File: config.mk
export PLATFORM = sky130hd
export DESIGN_NAME = vregfile_pp
export DESIGN_NICKNAME = d
export VERILOG_FILES = /design/src/rtl/vtile_rf_pkg.sv /design/src/rtl/vregfile_pp_rf_bank.sv /design/src/rtl/vregfile_pp.sv
export SDC_FILE = /design/constraint.sdc
export NUM_CORES = 1
export LEC_CHECK = 0
export ABC_CLOCK_PERIOD_IN_PS = 2310
export CORE_UTILIZATION = 35
export CTS_CLUSTER_SIZE = 14
export DETAILED_ROUTE_END_ITERATION = 16
export PLACE_DENSITY = 0.66
export REMOVE_ABC_BUFFERS = 1
export SLEW_MARGIN = 10
export SYNTH_ARGS = -nofsm -noshare
export SYNTH_HDL_FRONTEND = slang
export SYNTH_HIERARCHICAL = 1
export SYNTH_SLANG_ARGS = --single-unit
File: constraint.sdc
create_clock -name clk -period 2.31 [get_ports clk]
set_input_delay 0.462 -clock clk [delete_from_list [all_inputs] [get_ports clk]]
set_output_delay 0.462 -clock clk [all_outputs]
set_load 0.005 [all_outputs]
File: src/rtl/vtile_rf_pkg.sv
// Shared constants and types for the vector-tile ping-pong operand register file.
package vtile_rf_pkg;

  localparam int unsigned VTILE_WIDTH  = 16;
  localparam int unsigned VTILE_LANES  = 4;
  localparam int unsigned VTILE_NUM_CH = 2;

  typedef logic [VTILE_WIDTH-1:0] lane_t;

  typedef enum logic {
    BUF0 = 1'b0,
    BUF1 = 1'b1
  } buf_sel_t;

  function automatic buf_sel_t buf_other(input buf_sel_t s);
    return (s == BUF0) ? BUF1 : BUF0;
  endfunction

endpackage

File: src/rtl/vregfile_pp_rf_bank.sv
// One operand buffer: channel vectors, config slot and fill/seal flags.
// All strobes are pre-qualified by the parent; release and flush never overlap a seal.
module rf_bank
  import vtile_rf_pkg::*;
#(
  parameter int unsigned WIDTH  = VTILE_WIDTH,
  parameter int unsigned LANES  = VTILE_LANES,
  parameter int unsigned NUM_CH = VTILE_NUM_CH
) (
  input  logic                          clk,
  input  logic                          reset,
  input  logic [NUM_CH-1:0]             wr_en,
  input  logic [NUM_CH*LANES*WIDTH-1:0] wr_data,
  input  logic                          cfg_wr,
  input  logic [WIDTH-1:0]              cfg_in,
  input  logic                          seal,
  input  logic [WIDTH-1:0]              fill_cfg,
  input  logic                          rel,
  input  logic                          flush,
  output logic [NUM_CH*LANES*WIDTH-1:0] data,
  output logic [WIDTH-1:0]              cfg,
  output logic [NUM_CH-1:0]             ch_full,
  output logic                          cfg_full,
  output logic                          sealed
);

  localparam int unsigned CH_W = LANES * WIDTH;

  // Element storage: each accepted channel overwrites its whole vector.
  always_ff @(posedge clk or negedge reset) begin
    if (!reset) begin
      data <= '0;
    end else begin
      for (int c = 0; c < int'(NUM_CH); c++) begin
        if (wr_en[c]) begin
          data[c*CH_W +: CH_W] <= wr_data[c*CH_W +: CH_W];
        end
      end
    end
  end

  // Flags and cfg slot; an explicit cfg write beats the sticky fill at a seal edge.
  always_ff @(posedge clk or negedge reset) begin
    if (!reset) begin
      cfg      <= '0;
      ch_full  <= '0;
      cfg_full <= 1'b0;
      sealed   <= 1'b0;
    end else if (rel) begin
      ch_full  <= '0;
      cfg_full <= 1'b0;
      sealed   <= 1'b0;
    end else if (flush) begin
      ch_full  <= '0;
      cfg_full <= 1'b0;
    end else begin
      ch_full <= ch_full | wr_en;
      if (cfg_wr) begin
        cfg      <= cfg_in;
        cfg_full <= 1'b1;
      end else if (seal && !cfg_full) begin
        cfg      <= fill_cfg;
        cfg_full <= 1'b1;
      end
      if (seal) begin
        sealed <= 1'b1;
      end
    end
  end

endmodule

File: src/rtl/vregfile_pp.sv
// Double-buffered operand register file: the network fills one bank while the FU
// drains the other; banks are presented strictly in seal order.
module vregfile_pp
  import vtile_rf_pkg::*;
#(
  parameter int unsigned WIDTH      = VTILE_WIDTH,
  parameter int unsigned LANES      = VTILE_LANES,
  parameter int unsigned NUM_CH     = VTILE_NUM_CH,
  parameter bit          CFG_STICKY = 1'b0
) (
  input  logic                          clk,
  input  logic                          reset,
  input  logic [NUM_CH-1:0]             w_valid,
  output logic [NUM_CH-1:0]             w_ready,
  input  logic [NUM_CH*LANES*WIDTH-1:0] w_data,
  input  logic                          cfg_valid,
  output logic                          cfg_ready,
  input  logic [WIDTH-1:0]              cfg_data,
  input  logic                          flush,
  output logic                          r_valid,
  input  logic                          r_ready,
  output logic [NUM_CH*LANES*WIDTH-1:0] r_data,
  output logic [WIDTH-1:0]              r_cfg
);

  localparam int unsigned DW = NUM_CH * LANES * WIDTH;

  buf_sel_t          wr_sel;
  buf_sel_t          rd_sel;
  logic              cfg_seen;
  logic [WIDTH-1:0]  last_cfg;

  logic [DW-1:0]     bank_data     [2];
  logic [WIDTH-1:0]  bank_cfg      [2];
  logic [NUM_CH-1:0] bank_ch_full  [2];
  logic              bank_cfg_full [2];
  logic              bank_sealed   [2];

  logic              fill_sealed;
  logic [NUM_CH-1:0] fill_ch_full;
  logic              fill_cfg_full;
  logic [NUM_CH-1:0] w_acc;
  logic              cfg_acc;
  logic              seal_now;
  logic              rel_now;
  logic              flush_now;

  assign fill_sealed   = bank_sealed[wr_sel];
  assign fill_ch_full  = bank_ch_full[wr_sel];
  assign fill_cfg_full = bank_cfg_full[wr_sel];

  // Ready is forced low while reset is held so nothing is offered mid-reset.
  assign w_ready   = (reset && !fill_sealed) ? ~fill_ch_full : '0;
  assign cfg_ready = reset && !fill_sealed && !fill_cfg_full;

  // Handshakes landing during a flush are dropped.
  assign w_acc     = (w_valid & w_ready) & {NUM_CH{!flush}};
  assign cfg_acc   = cfg_valid && cfg_ready && !flush;

  assign seal_now  = !fill_sealed && (&fill_ch_full)
                     && (fill_cfg_full || (CFG_STICKY && cfg_seen)) && !flush;
  assign flush_now = flush && !fill_sealed;

  assign r_valid   = bank_sealed[rd_sel];
  assign rel_now   = r_valid && r_ready;
  assign r_data    = r_valid ? bank_data[rd_sel] : '0;
  assign r_cfg     = r_valid ? bank_cfg[rd_sel]  : '0;

  for (genvar i = 0; i < 2; i++) begin : g_bank
    logic fill_hit;
    logic read_hit;

    assign fill_hit = (wr_sel == buf_sel_t'(1'(i)));
    assign read_hit = (rd_sel == buf_sel_t'(1'(i)));

    rf_bank #(
      .WIDTH  (WIDTH),
      .LANES  (LANES),
      .NUM_CH (NUM_CH)
    ) u_bank (
      .clk      (clk),
      .reset    (reset),
      .wr_en    (fill_hit ? w_acc : '0),
      .wr_data  (w_data),
      .cfg_wr   (fill_hit && cfg_acc),
      .cfg_in   (cfg_data),
      .seal     (fill_hit && seal_now),
      .fill_cfg (last_cfg),
      .rel      (read_hit && rel_now),
      .flush    (fill_hit && flush_now),
      .data     (bank_data[i]),
      .cfg      (bank_cfg[i]),
      .ch_full  (bank_ch_full[i]),
      .cfg_full (bank_cfg_full[i]),
      .sealed   (bank_sealed[i])
    );
  end

  // Pointers and sticky-config history.
  always_ff @(posedge clk or negedge reset) begin
    if (!reset) begin
      wr_sel   <= BUF0;
      rd_sel   <= BUF0;
      cfg_seen <= 1'b0;
      last_cfg <= '0;
    end else begin
      if (seal_now) begin
        wr_sel <= buf_other(wr_sel);
      end
      if (rel_now) begin
        rd_sel <= buf_other(rd_sel);
      end
      if (cfg_acc) begin
        cfg_seen <= 1'b1;
        last_cfg <= cfg_data;
      end
    end
  end

endmodule
Word-level counts from Yosys, hierarchy flattened
Cells that the tools add are included.

Bitwise operators: 13. Reductions and logical operators: 35. $lt $le $gt $ge: 2. Equality and inequality tests: 2. Multiplexer cells: 47.

Operators with widths (number): 2-to-1 mux 128 bit (4); 2-to-1 mux 16 bit (8); 2-to-1 mux 1 bit (25); 2-to-1 mux 2 bit (10); logical AND 1 bit (19); nonzero test 2 bit (4); nonzero test 4 bit (2); inverter 1 bit (6); AND reduction 2 bit (3); AND reduction 3 bit (2); logical NOT 1 bit (5); AND 2 bit (2); >= comparator 2 bit (second input constant) (2); != test 2 x 1 -> 1 bit (second input constant) (2); inverter 1 -> 2 bit (2); bitwise OR 2 bit (2); inverter 2 bit (1).

Bits in registers: 314. Word-level logic and storage cells: 114. Output and inout bits: 148. Input bits: 151.

Longest topological paths before layout
Gate-level depths: netlist of the first run.

Word-level depth: 14. Gate-level depth with buffers: 9. Mapped depth without buffers: 6.

Hierarchy
The synthesis of the first run kept the hierarchy.

Modules (own cells, without submodules): rf_bank (seq. area each 3703.6 sq um, area an instance 5713.0 sq um, cells an instance 335, times used 2); vregfile_pp (seq. area each 450.4 sq um, area an instance 3095.5 sq um, cells an instance 393, times used 1).

Worst setup path after synthesis of the first run
Ideal clock, no wire load.

Kind: register to register. From: register wr_sel, in the netlist g_bank[1].fill_hit. To: register g_bank[0].u_bank.cfg[10]. Setup time: 0.125 ns. Arrival time: 1.951 ns. Slack: 0.234 ns. Clock period less this slack: 2.076 ns. Cell stages (with the launch flop): 9. Cell sequence: dfrtp_1 -> buf_6 -> nor2_1 -> nand3b_1 -> nor2_1 -> buf_6 -> buf_4 -> mux2_2 -> mux2_4.

Longest elaborated chain between the ends: 12. Elaborated cells between the ends (all ways): 30. Those cells by class: mux (10); bitwise (3); reduce/logical (17).

Ends and longest elaborated chain: start: declaration (line vregfile_pp.sv:28) `buf_sel_t wr_sel;`; start signal: assignment (line vregfile_pp.sv:108) `wr_sel <= buf_other(wr_sel);`; inverter 1 -> 2 bit (not written as such) (line vregfile_pp.sv:48, vregfile_pp.sv:49, vregfile_pp.sv:50); 2-to-1 mux 2 bit (not written as such) or 2-to-1 mux 1 bit (tied branches) (3 in a row) (line vregfile_pp.sv:49, vregfile_pp.sv:48); AND reduction 2 bit or logical NOT 1 bit (tied branches) (line vregfile_pp.sv:60, vregfile_pp.sv:54, vregfile_pp.sv:62); logical AND 1 bit (on tied branches) (line vregfile_pp.sv:60, vregfile_pp.sv:54); logical AND 1 bit (on tied branches) (line vregfile_pp.sv:61, vregfile_pp.sv:54); logical AND 1 bit (on tied branches) (line vregfile_pp.sv:61, vregfile_pp.sv:58); logical AND 1 bit (on tied branches) (line vregfile_pp.sv:87, vregfile_pp.sv:58); logical AND 1 bit (on tied branches) (line vregfile_pp_rf_bank.sv:61, vregfile_pp.sv:85); nonzero test 2 bit (no source line); AND reduction 3 bit (no source line); end signal: assignment (line vregfile_pp_rf_bank.sv:59) `cfg <= cfg_in;`; end signal: assignment (line vregfile_pp_rf_bank.sv:62) `cfg <= fill_cfg;`; end: declaration (line vregfile_pp_rf_bank.sv:21) `output logic [WIDTH-1:0] cfg,`.

Several ways; a longest one is shown, not always the timed one. The select of a mux whose other input is x is not followed. A chain may end at the register's enable or synchronous reset.

Worst setup path in the final report of the first run
From: register rd_sel, in the netlist g_bank[1].read_hit. To: output r_data[99].

Longest elaborated chain between the ends: 5. Elaborated cells between the ends (all ways): 8. Those cells by class: mux (7); bitwise (1).

Ends and longest elaborated chain: start: declaration (line vregfile_pp.sv:29) `buf_sel_t rd_sel;`; start signal: assignment (line vregfile_pp.sv:111) `rd_sel <= buf_other(rd_sel);`; inverter 1 -> 2 bit (not written as such) (*) (line vregfile_pp.sv:64, vregfile_pp.sv:66); 2-to-1 mux 128 bit (not written as such) or 2-to-1 mux 1 bit (tied branches) (3 in a row) (line vregfile_pp.sv:66, vregfile_pp.sv:64); 2-to-1 mux 128 bit (*) (line vregfile_pp.sv:66) `assign r_data = r_valid ? bank_data[rd_sel] : '0;`; end: declaration (line vregfile_pp.sv:22) `output logic [NUM_CH*LANES*WIDTH-1:0] r_data,`.

Mark *: on every way between the ends. The rest lies on a longest branch, timed or not. The select of a mux whose other input is x is not followed.

==> results of run 1 <==
[registers in the layout, indices dropped and copies added (netlist names)]
| name | count |
|---|---|
| g_bank.u_bank/sealed | 2 |
| g_bank.u_bank/cfg | 32 |
| g_bank.read_hit | 1 |
| g_bank.u_bank/cfg_full | 2 |
| g_bank.u_bank/data | 256 |
| last_cfg | 16 |
| g_bank.u_bank/ch_full | 4 |
| g_bank.fill_hit | 1 |
[layer usage]
layer | part of all wire [%] | up-vias
met1 | 42 | 4988
met4 | 2.3 | 2
met5 | 0.033 | -
met3 | 7.2 | 58
li1 | - | 4533
met2 | 49 | 249
[synthesized netlist by cell type]
master	n	share of area, %
nor2b_1	3	0.13
nand3b_1	1	0.052
nor4b_1	1	0.060
mux2_4	28	2.9
dfrtp_1	314	54
nor2_1	152	3.9
o32a_2	1	0.078
or2b_1	1	0.052
buf_12	2	0.28
nor3_1	2	0.069
nor2b_4	1	0.095
a21oi_1	3	0.10
and2_1	3	0.13
and2_2	1	0.052
mux2_1	2	0.16
nand2_1	2	0.052
nand3_1	2	0.069
buf_2	49	1.7
nor3b_1	4	0.21
o21bai_1	1	0.052
clkbuf_1	11	0.28
o21a_1	6	0.31
a21o_2	2	0.12
mux2i_1	145	10
buf_6	6	0.47
o2111ai_4	1	0.18
and2b_1	1	0.052
o32ai_1	2	0.12
nor4_1	1	0.043
inv_1	4	0.10
mux2_2	306	24
buf_4	2	0.10
mux2i_4	1	0.16
and3_1	2	0.086
[worst max-delay path: cells and delay by family (launching register included)]
family                 cells  cell delay (ns)
muxes                      1             0.20
buffers and inverters      5             0.76
DFF                        1             0.51
and+or+nand+nor            1             0.09
[metrics by stage]
stage                     hold WS, ns  total power [uW]  setup slack (ns)
after floorplan                 0.166              9940             -9.75
after global placement          0.429             11500            -0.195
after detailed placement        0.430             11600            -0.239
after CTS                      0.0593             17700            -0.538
after global routing           0.0842             19700            -0.326
final                          0.0146             18800            -0.259
[cell families (layout without fill, tap and decap cells)]
logic type	after synthesis	after routing	share of synthesized area, %
and+or+nand+nor	177	177	5.08
other	0	2	0
AOI/OAI and AO/OA	16	16	0.965
buffers and inverters	74	503	2.92
DFF	314	314	54.1
muxes	482	482	36.9
[worst max-delay path by stage]
stage / start / end / cells after the start
final: g_bank[1].read_hit / r_data[99] / 7
after global routing: g_bank[1].read_hit / r_data[99] / 7
after CTS: g_bank[1].read_hit / r_data[26] / 5
after detailed placement: flush / g_bank[1].u_bank/cfg[12] / 7
after global placement: flush / g_bank[1].u_bank/cfg[1] / 7
after floorplan: g_bank[1].read_hit / r_cfg[0] / 2
[what timing repair did]
action,CTS,global route
hold buffers,1,0
setup buffers,7,33
endpoints found under the hold margin,31,0
setup endpoints to repair,148,175
gates cloned,6,16
pin swaps,5,16
resized for setup,182,544
[power groups by stage]
stage          clock (uW)  combinational (uW)  sequential, uW
2_1_floorplan           0                2540            7400
3_3_place_gp            0                4210            7300
3_5_place_dp            0                4290            7360
4_1_cts              5970                4510            7270
5_1_grt              6180                6040            7480
6_report             5800                5660            7320
[cells in the final DEF, fill, tap and decap left out, types with 10 or more instances in the layout]
master	instances
mux2_2	306
nor2_1	45
clkdlybuf4s50_1	149
buf_12	36
buf_6	24
clkbuf_1	10
clkbuf_2	27
mux2i_4	11
mux2_4	28
buf_2	108
buf_16	10
nor2_4	31
buf_4	58
mux2i_2	16
dfrtp_1	311
mux2i_1	119
nor2_2	76
clkbuf_16	49
[cell type report]
type | instances | area (um^2) | share of cell area (%)
antenna | 2 | 5.00 | 0.0238
clock buffer | 51 | 1020 | 4.85
clock inverter | 11 | 163 | 0.775
inverter | 4 | 15.0 | 0.0715
multi-input combinational | 675 | 6920 | 33.0
sequential | 314 | 7860 | 37.5
tap | 532 | 666 | 3.17
timing repair buffer | 437 | 4340 | 20.7
==> flow_summary.json, run 1 <==
{
  "run_status": "finished, violations left",
  "violations": "setup timing",
  "r2r_cells": 9,
  "cts_tree": "done",
  "cts_buffers": 37,
  "area_growth_pct": 44.6,
  "dpl_cell_area_mm2": 0.0187,
  "drcViolationCount": 0,
  "crit_slowest_cell": "dfrtp_4",
  "io_pins": 299,
  "crit_fanout": 7,
  "vias": 9830,
  "grt_start_max_net_pins": 133,
  "p_seq_share_pct": 39.0,
  "yosysSeqAreaShare_pct": 54.1,
  "hold_path_class": "in2async",
  "postSynthCellCount": 1063,
  "fmaxAchievable_mhz": 389,
  "worst_slack_ns": -0.259,
  "die_y_um": 206,
  "critical_path_arrival_ns": 2.11,
  "cts_sinks": 314,
  "yosys_warnings": 6,
  "nets": 1620,
  "place_congestion": 0.800,
  "clockBufferDepth": 3,
  "netlist_area_mm2": 0.0145,
  "fp.coreArea_mm2": 0.0408,
  "cts_root_buf": "clkbuf_16",
  "drt_iter0_markers": 314,
  "globalRoute.busiestLayer": "met2",
  "grt_pass1_vias": 10200,
  "path_cells": "mux2i_4 -> buf_12 -> buf_12 -> clkbuf_16 -> clkbuf_16 -> nor2_1 -> buf_2",
  "fin_crit_ns": 2.57,
  "hold_violations": 0,
  "grt_pass1_wl_mm": 57.0,
  "power_switching_uw": 5290,
  "cap_viol_max_count": 0,
  "drt_wl_total_mm": 39.7,
  "h-tree-depth": 2,
  "vias_per_cell": 4.85,
  "dr.pass1.iters": 4,
  "r2r-start": "g_bank[1].read_hit",
  "final_core_utilization_pct": 51.4,
  "relSlewSlack_pct": 35.1,
  "die_x_um": 206,
  "ys_types": 34,
  "met1_usage_pct": 21.9,
  "rows": 74,
  "stdcell_count": 2026,
  "slew_violations": 0,
  "grt_setup_unrepaired": "yes",
  "combPwrFrac_pct": 30.1,
  "worstSetupPathType": "reg2out",
  "finalCritPeriodShare_pct": 111,
  "crit_path_end_kind": "output port",
  "critPathMaxStageDelay_ns": 0.51,
  "switching_share_pct": 28.2,
  "power.density_mw_per_mm2": 894,
  "nFillCells": 3502,
  "routedWlPerCell_um": 19.6,
  "clock_power_share_pct": 30.9,
  "peakVddDrop_uv": 528,
  "leakage_uw": 0.00946,
  "start_util_pct": 35.6,
  "antenna_found_initial": 4,
  "dp.cells": 1899,
  "worstSkewPairLatency_ns": 0.54,
  "regToRegEndpoint": "g_bank[0].u_bank/cfg[2]",
  "drive_gt1_share_pct": 55.0,
  "io_buffers": 298,
  "met3_usage_pct": 5.84,
  "dieArea_mm2": 0.0423,
  "finalSetupViolCount": 145,
  "track_usage_pct": 17.4,
  "clkTransAtPathRegs_ns": 0.06,
  "p_int_uw": 13500,
  "ant_nets": 0,
  "crit_path_start_kind": "register",
  "hpwlAfterDp_mm": 24.2,
  "required_ns": 1.85,
  "met2_usage_pct": 28.6,
  "final_cell_area_mm2": 0.0210,
  "ys_ff_latch": 314,
  "r2r_slack_ns": 0.09,
  "overflow": 0,
  "avgSynthCellArea_um2": 13.7,
  "tightest_slew_ns": 0.973,
  "skew_ns": 0.0118,
  "fin_tns_setup_ns": -20.21
}
(Power assumes the default switching activity.)
==> inputs of run 2 (changes only) <==
Settings changed: PLACE_DENSITY 0.66 to default, PLACE_DENSITY_LB_ADDON from default to 0.3.
==> run 2 against run 1 <==
Effect of this change:
- the run still ends with setup timing left
- routed wire length down 1.0%
- global-route usage up 0.20 points
- clock skew up 0.0061 ns
- power about the same
- first-iteration DRC count up 1.6%
- maximum frequency down 0.78%
- clock-buffer cell count up 9
- cell count up 0.30%
==> flow_summary.json, run 2 (synthesized netlist as in run 1, its figures left out) <==
{
  "critical_path_arrival_ns": 2.13,
  "drive_gt1_share_pct": 51.3,
  "relSlewSlack_pct": 37.9,
  "grt_start_max_net_pins": 145,
  "nets": 1622,
  "crit_path_end_kind": "output port",
  "nFillCells": 3563,
  "run_status": "finished, violations left",
  "largest-register": "g_bank.u_bank/data",
  "tightest_slew_ns": 0.932,
  "h-tree-depth": 2,
  "clkTransAtPathRegs_ns": 0.06,
  "overflow": 0,
  "io_pins": 299,
  "final_cell_mix": "dfrtp_1, mux2_2, clkdlybuf4s50_1",
  "cts_tree": "done",
  "drt_wl_total_mm": 39.3,
  "fp.coreArea_mm2": 0.0408,
  "hpwlAfterDp_mm": 24.4,
  "hold_path_class": "in2async",
  "finalCritPeriodShare_pct": 112,
  "fmaxAchievable_mhz": 386,
  "dr.pass1.iters": 6,
  "die_x_um": 206,
  "cts_sinks": 314,
  "slew_violations": 0,
  "reg.largest.list": "g_bank.u_bank/data (256), g_bank.u_bank/cfg (32), last_cfg (16)",
  "worstSkewPairLatency_ns": 0.54,
  "cts_root_buf": "clkbuf_16",
  "grt_pass1_wl_mm": 57.9,
  "antenna_cells": 0,
  "largest_register_ffs": 256,
  "cts_buffers": 38,
  "drcViolationCount": 0,
  "violations": "setup timing",
  "track_usage_pct": 17.6,
  "layout_commonest_cell": "dfrtp_1",
  "grt_setup_unrepaired": "yes",
  "finalPower_uw": 18800,
  "peakVddDrop_uv": 567,
  "rows": 74,
  "ant_nets": 0,
  "drt_iter0_markers": 319,
  "skew_ns": 0.0178,
  "fin_crit_ns": 2.59,
  "die_y_um": 206,
  "worst_slack_ns": -0.279,
  "hold_violations": 0,
  "clockBufferDepth": 3,
  "io_buffers": 298,
  "finalSetupViolCount": 139,
  "required_ns": 1.85,
  "crit_fanout": 10,
  "routedWlPerCell_um": 19.3,
  "worstSetupPathType": "reg2out",
  "vias": 9878,
  "start_util_pct": 35.6,
  "place_congestion": 0.795,
  "crit_path_start_kind": "register",
  "leakage_uw": 0.00944,
  "pre_cts_ws_ns": -0.260,
  "area_growth_pct": 44.4,
  "power.density_mw_per_mm2": 895,
  "antenna_found_initial": 0,
  "vias_per_cell": 4.86,
  "dieArea_mm2": 0.0423,
  "cap_viol_max_count": 0,
  "grt_pass1_vias": 10300
}
## run 2: cell types whose count changed in the layout (fill, tap and decap cells not counted), moves of 8 or more
cell	before	now
mux2i_1	119	128
nor2_2	76	37
buf_4	58	50
nor2_1	45	82
buf_2	108	31
clkbuf_2	27	93
buf_6	24	36
## run 2: worst paths after layout
check	endpoint	slack [ns]	cells after the start	from
max	r_cfg[4]	-0.28	5	g_bank[1].read_hit
min	g_bank[1].u_bank/data[65]	0.22	3	reset
max reg2reg	g_bank[0].u_bank/data[97]	0.11	7	g_bank[0].u_bank/sealed
min reg2reg	g_bank[0].u_bank/data[34]	0.50	1	g_bank[0].u_bank/data[34]
max in group asynchronous	g_bank[1].u_bank/data[109]	1.33	3	reset
min in group clk	g_bank[0].u_bank/data[34]	0.50	1	g_bank[0].u_bank/data[34]
## run 2: layer usage
metal,vias up,share of wire (%),global-route usage [%]
li1,4549,-,-
met1,5056,43,22.7
met2,226,49,28.9
met3,47,6.1,4.26
met4,0,1.9,5.63
met5,-,0,0
## run 2: critical path: stages (launching register included)
cell,delay (ns)
dfrtp_4,0.52
buf_8,0.17
buf_8,0.16
mux2i_2,0.16
nor2_2,0.07
clkdlybuf4s50_1,0.50
## run 2: area by class of cell
class / count / area (um^2) / share of cell area (%)
flip-flops and latches: 314 / 7860 / 37.5
multi-input cells: 675 / 6720 / 32.1
repair buffers: 438 / 4420 / 21.1
clock buffers: 60 / 1160 / 5.52
well taps: 532 / 666 / 3.17
clock inverters: 9 / 131 / 0.626
inverters: 4 / 15.0 / 0.0716
## run 2: where the power goes
group / internal (uW) / total, uW / switching, uW
registers: 6660 / 7300 / 640
logic: 3180 / 5390 / 2210
clock network: 3780 / 6090 / 2310
total: 13600 / 18800 / 5150
## run 2: per-stage QoR
step | util [%] | area (um^2) | hold slack, ns | setup TNS, ns | cells
6_report | 51.4 | 21000 | 0.223 | -23.05 | 2032
5_1_grt | 51.4 | 21000 | 0.236 | -38.25 | 2032
4_1_cts | 49.5 | 20200 | 0.198 | -46.71 | 1972
3_5_place_dp | 45.7 | 18700 | 0.494 | -47.85 | 1888
3_3_place_gp | 45.7 | 18700 | 0.488 | -47.25 | 1888
2_1_floorplan | - | 14100 | 0.166 | -2626.18 | 993
## run 2: timing repair
item	CTS	global route
gates resized for setup	152	457
hold buffers	0	0
gates cloned	7	12
setup buffers	8	52
pin swaps	8	41
endpoints found under the setup margin	148	164
==> inputs of run 3 (changes only) <==
Settings changed: CAP_MARGIN from default to 20.
==> results of run 3 <==
The final DEF is identical to that of run 2; final timing and power are the same.
